<file path="src/rtl/spi_mem_burst_pkg.sv">
// Shared types for the serial burst memory slave: FSM state encoding and opcodes.
// Also imported by the transaction and scoreboard code of the verification side.
package spi_mem_pkg;

  typedef enum logic [2:0] {
    IDLE,
    CMD,
    ADDR,
    LEN,
    WDATA,
    TURN,
    RDATA,
    DONE
  } state_t;

  localparam logic OP_READ  = 1'b0;
  localparam logic OP_WRITE = 1'b1;

endpackage

</file>
<file path="src/rtl/spi_mem_burst_if.sv">
// Serial frame bus between host (master) and burst memory (slave).
// cs is active low; the host drives cs/miso, the memory drives the rest.
interface spi_mem_burst_if;
  logic cs;
  logic miso;
  logic ready;
  logic mosi;
  logic op_done;
  logic err;

  modport master (output cs, miso, input ready, mosi, op_done, err);
  modport slave  (input cs, miso, output ready, mosi, op_done, err);
endinterface

</file>
<file path="src/rtl/spi_mem_burst_shift_reg.sv">
// DW-bit LSB-first shift register with parallel load, sync clear and bit counter.
// One cycle per bit; no backpressure, shifts whenever shift is high.
module spi_shift_reg #(
  parameter int DW = 8
) (
  input  logic          clk,
  input  logic          rst,
  input  logic          clr,
  input  logic          load,
  input  logic          shift,
  input  logic          ser_in,
  input  logic [DW-1:0] load_dat,
  output logic [DW-1:0] dat,
  output logic          last
);
  localparam int CW = $clog2(DW);

  logic [CW-1:0] cnt;

  assign last = (cnt == CW'(DW - 1));

  always_ff @(posedge clk) begin
    if (rst || clr) begin
      dat <= '0;
      cnt <= '0;
    end else if (load) begin
      dat <= load_dat;
      cnt <= '0;
    end else if (shift) begin
      dat <= {ser_in, dat[DW-1:1]};
      cnt <= last ? '0 : cnt + 1'b1;
    end
  end

endmodule

</file>
<file path="src/rtl/spi_mem_burst.sv">
// Serial memory slave: cmd/addr/len header then LEN+1 words written or read back-to-back.
// Read data first valid 1+1+AW+LW+1 cycles after cs low; no backpressure, frames abort on cs high.
module spi_mem_burst
  import spi_mem_pkg::*;
#(
  parameter int DW    = 8,
  parameter int AW    = 5,
  parameter int DEPTH = 32,
  parameter int LW    = 2
) (
  input  logic           clk,
  input  logic           rst,
  spi_mem_burst_if.slave bus
);
  localparam int FW = $clog2((AW > LW) ? AW : LW) + 1;

  state_t        state, state_nxt;
  logic [AW-1:0] addr, addr_inc;
  logic [LW-1:0] len, wcnt;
  logic [FW-1:0] fcnt;
  logic          is_wr, armed, addr_ok, last_word, abort;
  logic [DW-1:0] mem [DEPTH];
  logic [DW-1:0] wr_dat, rd_dat, rd_load_dat, wr_word;
  logic          wr_shift, wr_clr, wr_last;
  logic          rd_load, rd_shift, rd_clr, rd_last;
  logic          mem_we;
  logic          ready_q, op_done_q, err_q;
  logic          unused_bits;

  assign addr_ok   = ({1'b0, addr} < (AW + 1)'(DEPTH));
  // Out-of-range addresses stick: no increment, so the whole frame stays out of range.
  assign addr_inc  = !addr_ok ? addr : (addr == AW'(DEPTH - 1)) ? '0 : addr + 1'b1;
  assign last_word = (wcnt == len);
  assign abort     = bus.cs && (state != IDLE) && (state != DONE);
  assign wr_word   = {bus.miso, wr_dat[DW-1:1]};
  assign mem_we    = !rst && (state == WDATA) && wr_last && !abort && addr_ok;
  assign wr_clr    = (state_nxt == IDLE);
  assign rd_clr    = (state_nxt == IDLE) || (state_nxt == DONE);

  assign bus.ready   = ready_q;
  assign bus.mosi    = rd_dat[0];
  assign bus.op_done = op_done_q;
  assign bus.err     = err_q;
  assign unused_bits = ^{wr_dat[0], rd_dat[DW-1:1]};

  spi_shift_reg #(.DW(DW)) u_wr (
    .clk(clk), .rst(rst), .clr(wr_clr), .load(1'b0), .shift(wr_shift),
    .ser_in(bus.miso), .load_dat('0), .dat(wr_dat), .last(wr_last)
  );

  spi_shift_reg #(.DW(DW)) u_rd (
    .clk(clk), .rst(rst), .clr(rd_clr), .load(rd_load), .shift(rd_shift),
    .ser_in(1'b0), .load_dat(rd_load_dat), .dat(rd_dat), .last(rd_last)
  );

  always_ff @(posedge clk) begin
    if (rst) state <= IDLE;
    else     state <= state_nxt;
  end

  always_comb begin
    state_nxt   = state;
    wr_shift    = 1'b0;
    rd_load     = 1'b0;
    rd_shift    = 1'b0;
    rd_load_dat = '0;
    case (state)
      IDLE:  if (!bus.cs && armed) state_nxt = CMD;
      CMD:   state_nxt = ADDR;
      ADDR:  if (fcnt == FW'(AW - 1)) state_nxt = LEN;
      LEN:   if (fcnt == FW'(LW - 1)) state_nxt = (is_wr == OP_WRITE) ? WDATA : TURN;
      WDATA: begin
        wr_shift = 1'b1;
        if (wr_last && last_word) state_nxt = DONE;
      end
      TURN: begin
        rd_load     = 1'b1;
        rd_load_dat = addr_ok ? mem[addr] : '0;
        state_nxt   = RDATA;
      end
      RDATA: begin
        if (!rd_last) begin
          rd_shift = 1'b1;
        end else if (last_word) begin
          state_nxt = DONE;
        end else begin
          rd_load     = 1'b1;
          rd_load_dat = addr_ok ? mem[addr_inc] : '0;
        end
      end
      DONE:    state_nxt = IDLE;
      default: state_nxt = IDLE;
    endcase
    if (abort) state_nxt = IDLE;
  end

  always_ff @(posedge clk) begin
    if (rst) begin
      addr      <= '0;
      len       <= '0;
      wcnt      <= '0;
      fcnt      <= '0;
      is_wr     <= 1'b0;
      armed     <= 1'b0;
      ready_q   <= 1'b0;
      op_done_q <= 1'b0;
      err_q     <= 1'b0;
    end else begin
      ready_q   <= (state_nxt == RDATA);
      op_done_q <= (state_nxt == DONE);
      // A new frame needs cs seen high since the previous start.
      if (bus.cs) armed <= 1'b1;
      case (state)
        IDLE: begin
          fcnt <= '0;
          wcnt <= '0;
          if (state_nxt == CMD) begin
            armed <= 1'b0;
            err_q <= 1'b0;
          end
        end
        CMD:  is_wr <= bus.miso;
        ADDR: begin
          addr <= (addr >> 1) | (AW'(bus.miso) << (AW - 1));
          fcnt <= (fcnt == FW'(AW - 1)) ? '0 : fcnt + 1'b1;
        end
        LEN: begin
          len  <= (len >> 1) | (LW'(bus.miso) << (LW - 1));
          fcnt <= fcnt + 1'b1;
          if ((fcnt == FW'(LW - 1)) && !addr_ok && !abort) err_q <= 1'b1;
        end
        WDATA: if (wr_last && !abort) begin
          addr <= addr_inc;
          wcnt <= wcnt + 1'b1;
        end
        RDATA: if (rd_last && !abort) begin
          addr <= addr_inc;
          wcnt <= wcnt + 1'b1;
        end
        default: ;
      endcase
    end
  end

  always_ff @(posedge clk) begin
    if (mem_we) mem[addr] <= wr_word;
  end

endmodule
</file>
<file path="src/flat_wrapper.sv">
// flat-port wrapper written by rule: the top's interface ports become plain ports
module spi_mem_burst_flat import spi_mem_pkg::*;
#(
  parameter int DW    = 8,
  parameter int AW    = 5,
  parameter int DEPTH = 32,
  parameter int LW    = 2
)
  (clk, rst, bus_cs, bus_miso, bus_ready, bus_mosi, bus_op_done, bus_err);
  spi_mem_burst_if bus_i ();
  input  logic clk;
  input  logic rst;
  input wire logic [$bits(bus_i.cs)-1:0] bus_cs;
  input wire logic [$bits(bus_i.miso)-1:0] bus_miso;
  output wire logic [$bits(bus_i.ready)-1:0] bus_ready;
  output wire logic [$bits(bus_i.mosi)-1:0] bus_mosi;
  output wire logic [$bits(bus_i.op_done)-1:0] bus_op_done;
  output wire logic [$bits(bus_i.err)-1:0] bus_err;
  assign bus_i.cs = bus_cs;
  assign bus_i.miso = bus_miso;
  assign bus_ready = bus_i.ready;
  assign bus_mosi = bus_i.mosi;
  assign bus_op_done = bus_i.op_done;
  assign bus_err = bus_i.err;
  spi_mem_burst #(.DW(DW), .AW(AW), .DEPTH(DEPTH), .LW(LW)) u_core (.clk(clk), .rst(rst), .bus(bus_i));
endmodule
</file>
<file path="config.mk">
export PLATFORM = sky130hd
export DESIGN_NAME = spi_mem_burst_flat
export DESIGN_NICKNAME = d
export VERILOG_FILES = /design/src/rtl/spi_mem_burst_pkg.sv /design/src/rtl/spi_mem_burst_if.sv /design/src/rtl/spi_mem_burst_shift_reg.sv /design/src/rtl/spi_mem_burst.sv /design/src/flat_wrapper.sv
export SDC_FILE = /design/constraint.sdc
export NUM_CORES = 1
export LEC_CHECK = 0
export CAP_MARGIN = 20
export CELL_PAD_IN_SITES_DETAIL_PLACEMENT = 0
export CELL_PAD_IN_SITES_GLOBAL_PLACEMENT = 1
export CORE_ASPECT_RATIO = 2
export CORE_MARGIN = 3
export CORE_UTILIZATION = 36
export DETAILED_ROUTE_END_ITERATION = 10
export MAX_ROUTING_LAYER = met4
export PLACE_DENSITY = 0.66
export SETUP_SLACK_MARGIN = 0.2
export SYNTH_ARGS = -nofsm -noshare
export SYNTH_HDL_FRONTEND = slang
export SYNTH_SLANG_ARGS = --single-unit
</file>
<file path="constraint.sdc">
create_clock -name clk -period 4.4 [get_ports clk]
set_input_delay 0.88 -clock clk [delete_from_list [all_inputs] [get_ports clk]]
set_output_delay 0.88 -clock clk [all_outputs]
set_load 0.02 [all_outputs]
</file>
==> results of run 1 <==
==> state kept, by name, summed over array words and instances (netlist names), named ones only <==
signal              flops
u_core.bus.op_done      1
u_core.len              2
u_core.bus.ready        1
u_core.wcnt             2
u_core.u_rd.dat         8
u_core.fcnt             4
u_core.is_wr            1
u_core.u_wr.cnt         3
u_core.u_rd.cnt         3
u_core.mem            256
u_core.armed            1
u_core.state            3
u_core.u_wr.dat         7
u_core.addr             5
==> how the worst max path moves through the flow <==
stage,end,from,slack (ps)
after CTS,u_core.u_rd.dat[1],u_core.addr[0],530
after global placement,u_core.u_rd.dat[6],u_core.addr[0],710
final,u_core.u_rd.dat[1],u_core.addr[0],560
after global routing,u_core.u_rd.dat[1],u_core.addr[0],300
after floorplan,u_core.u_rd.dat[2],u_core.addr[3],1600
after detailed placement,u_core.u_rd.dat[1],u_core.addr[0],550
==> through the flow <==
| step | util, % | power [mW] | setup WS (ps) | cell area [sq um] |
|---|---|---|---|---|
| 2_1_floorplan | - | 3.14 | 1600 | 14600 |
| 5_1_grt | 41.1 | 5.80 | 305 | 16300 |
| 6_report | 41.1 | 5.63 | 564 | 16300 |
| 3_3_place_gp | 38.7 | 3.16 | 707 | 15300 |
| 4_1_cts | 41.1 | 5.67 | 531 | 16300 |
| 3_5_place_dp | 38.7 | 3.16 | 547 | 15300 |
==> worst register-to-register path, delay by kind of cell, from the launching register on <==
kind / cells / cell delay [ps]
AOI/OAI and AO/OA: 2 / 660
and+or+nand+nor: 3 / 870
muxes: 2 / 560
DFF: 1 / 420
adders and majority gates: 2 / 640
buffers and inverters: 1 / 540
==> synth_stat cells (all sizes together) (4+ instances only) <==
cell type	instances	share of area, %
o21ai	17	0.58
a211oi	20	1.1
nor3	14	0.51
nor3b	5	0.26
dfxtp	46	6.3
mux2	5	0.41
clkbuf	17	0.57
a311oi	7	0.46
mux4	116	18
inv	8	0.21
nor2	90	2.5
nor2b	5	0.21
or2	4	0.17
nor4	10	0.43
a2111oi	11	0.79
edfxtp	256	53
nand3b	4	0.21
and2	7	0.30
buf	44	2.5
xor2	6	0.36
or3	9	0.39
nand2b	7	0.32
nand2	57	1.5
ha	12	1.0
o22ai	12	0.51
a21oi	32	1.1
mux2i	59	4.1
xnor2	5	0.35
nand3	6	0.21
==> placed cells by master (no fill, tap or decap), drive strengths merged, types with 14 or more instances in the layout <==
cell type	instances
buf	61
mux2i	59
edfxtp	256
a21oi	32
dfxtp	46
nor2	90
nand2	57
mux4	116
o21ai	17
nor3	14
clkbuf	41
a211oi	20
==> cell type report <==
class	count	share of cell area, %
clock buffers	41	5.02
clock inverters	8	0.783
inverters	8	0.184
multi-input cells	552	33.8
flip-flops and latches	302	52.9
well taps	525	4.03
repair buffers	67	3.33
==> power breakdown <==
group / leakage (nW) / total, mW / internal (mW) / switching (mW)
clock: 0.459 / 2.54 / 1.47 / 1.07
combinational: 1.87 / 0.0321 / 0.0104 / 0.0217
sequential: 2.56 / 3.06 / 3.06 / 0.00200
==> kinds of logic (layout without fill, tap and decap cells) <==
logic type	count (synthesis)	count (layout)
flops	302	302
simple gates	226	226
mux	180	180
compound gates	122	122
buf+inv	69	124
fa+ha+maj	12	12
xor+xnor	11	11
other cells	1	1
==> per-layer routing <==
metal	GRT usage, %	routed length [um]	part of all wire [%]	vias to the layer above
met5	-	0	0	-
met4	11.7	2920	6.9	0
met3	1.73	1440	3.4	88
met2	36.4	23200	55	251
met1	21.1	14800	35	4606
li1	-	-	-	3798
==> results.sh, run 1 <==
export IMPL_hp_start="u_core.u_wr.cnt[1]"
export IMPL_rr_startpoint="u_core.addr[0]"
export IMPL_timing_fmax_ghz=0.261
export IMPL_clock_sinks=302
export IMPL_cp_start_kind="flop"
export IMPL_cp_arrival_ps=4260
export IMPL_port_buffers=6
export IMPL_dr_pass1_iters=5
export IMPL_cts_buffers=27
export IMPL_muxShareOfSynthArea_pct=22.6
export IMPL_min_period_ps=3840
export IMPL_diodes=0
export IMPL_tightest_slew_ps=870
export IMPL_synth_fa_ha_area_share_pct=1.03
export IMPL_path_buf_inv=1
export IMPL_hold_depth=2
export IMPL_routabilityCongestion=0.892
export IMPL_max_stage_delay_ps=620
export IMPL_layout_drive_gt1_share_pct=24.4
export IMPL_timing_reg2reg_setup_slack_ps=560
export IMPL_tritoncts="built"
export IMPL_whs_endpoint="u_core.u_wr.cnt[1]"
export IMPL_synth_seq_cells=302
export IMPL_setup_viol=0
export IMPL_place_inst=1454
export IMPL_vias=8743
export IMPL_syn2layout_area_growth_pct=11.7
export IMPL_synth_compound_area_share_pct=5.90
export IMPL_ant_nets=0
export IMPL_crit_family="simple AND/OR/NAND/NOR gates"
export IMPL_viasPerCell=5.82
export IMPL_die_area_sq_mm=0.0431
export IMPL_path_clk_slew_ps=70
export IMPL_grt_pass1_wl_um=61900
export IMPL_hpwl_um=29200
export IMPL_htree_num_levels=1
export IMPL_fp_row_count=103
export IMPL_rr_worst_depth=10
export IMPL_worstHoldPathType="flop to flop"
export IMPL_overflow=0
export IMPL_grt_max_degree=51
export IMPL_crit_type="flop to flop"
export IMPL_mappedNetlistNets=939
export IMPL_ir_drop_uv=206
export IMPL_drt_wl_total_um=42400
export IMPL_finalSetupTns_ps=0
export IMPL_async_flop_share_pct=0
export IMPL_synth_edff_count=256
export IMPL_synth_simple_area_share_pct=7.40
export IMPL_fillers=3683
export IMPL_synth_top_family_by_area="multiplexers"
export IMPL_regArea_sq_mm=0.00862
export IMPL_slew_headroom_pct=41.9
export IMPL_ios=8
export IMPL_post_cts_buffers=0
export IMPL_critPathMaxFanout=29
export IMPL_cap_violations=0
export IMPL_yosys_area_share_xor_xnor_pct=0.712
export IMPL_synth_cell_types=70
export IMPL_cp_cell_sequence="ha_1 -> and3_1 -> ha_1 -> nor2_8 -> buf_4 -> mux2i_1 -> mux4_2 -> nor2_1 -> a2111oi_0 -> a311oi_1"
export IMPL_critical_path_slowest_cell="nor2_8"
export IMPL_cts_buffer_depth=3
export IMPL_outcome="finished, final reports clean"
export IMPL_die_x_um=148
export IMPL_drtIter0Drc=791
export IMPL_cts_resized=0
export IMPL_clock_root_buffer="clkbuf_16"
export IMPL_multiInputGateArea_sq_mm=0.00550
export IMPL_drt_drc_violations_left=0
export IMPL_cp_common_cell="ha_1"
export IMPL_ys_flop_type="edfxtp_1"
export IMPL_postSynthCellCount=923
export IMPL_cp_end_kind="flop"
export IMPL_holdWs_ps=480
export IMPL_rsz0062_at_grt="no"
export IMPL_synth_warnings=0
export IMPL_clock_latency_ps=560
export IMPL_syn_area_sq_mm=0.0146
export IMPL_initial_core_util_pct=36.7
export IMPL_track_usage_pct=20.1
export IMPL_p_leak_nw=4.89
export IMPL_first_global_vias=8988
export IMPL_r2r_end="u_core.u_rd.dat[1]"
export IMPL_instances_no_fill=1503
export IMPL_final_hold_viol_count=0
export IMPL_cts_hold_buffers=0
export IMPL_antenna_found_initial=0
export IMPL_core_region_area_sq_mm=0.0397
export IMPL_synth_seq_area_share_pct=59.0
export IMPL_syn_avg_cell_area_sq_um=15.8
export IMPL_skew_ps=16.2
export IMPL_fin_crit_sh_pct=87.2
export IMPL_nets=974
export IMPL_power_density_mw_per_mm2=346
export IMPL_drv_slew=0
export IMPL_cp_num_cells=10
export IMPL_detail_route_wl_per_cell_um=28.2
export IMPL_dieHeight_um=291
export IMPL_worstPathRequired_ps=4820
No activity file was read; power rests on OpenSTA's default activity.
==> run 2, diff against run 1 <==
--- a/config.mk
+++ b/config.mk
@@ -11,6 +11,7 @@
 export CORE_ASPECT_RATIO = 2
 export CORE_MARGIN = 3
 export CORE_UTILIZATION = 36
+export CTS_CLUSTER_DIAMETER = 120
 export DETAILED_ROUTE_END_ITERATION = 10
 export MAX_ROUTING_LAYER = met4
 export PLACE_DENSITY = 0.66
@@ -18,3 +19,4 @@
 export SYNTH_ARGS = -nofsm -noshare
 export SYNTH_HDL_FRONTEND = slang
 export SYNTH_SLANG_ARGS = --single-unit
+export TNS_END_PERCENT = 100
==> results of run 2 <==
The final DEF is identical to that of run 1; final timing and power are the same.
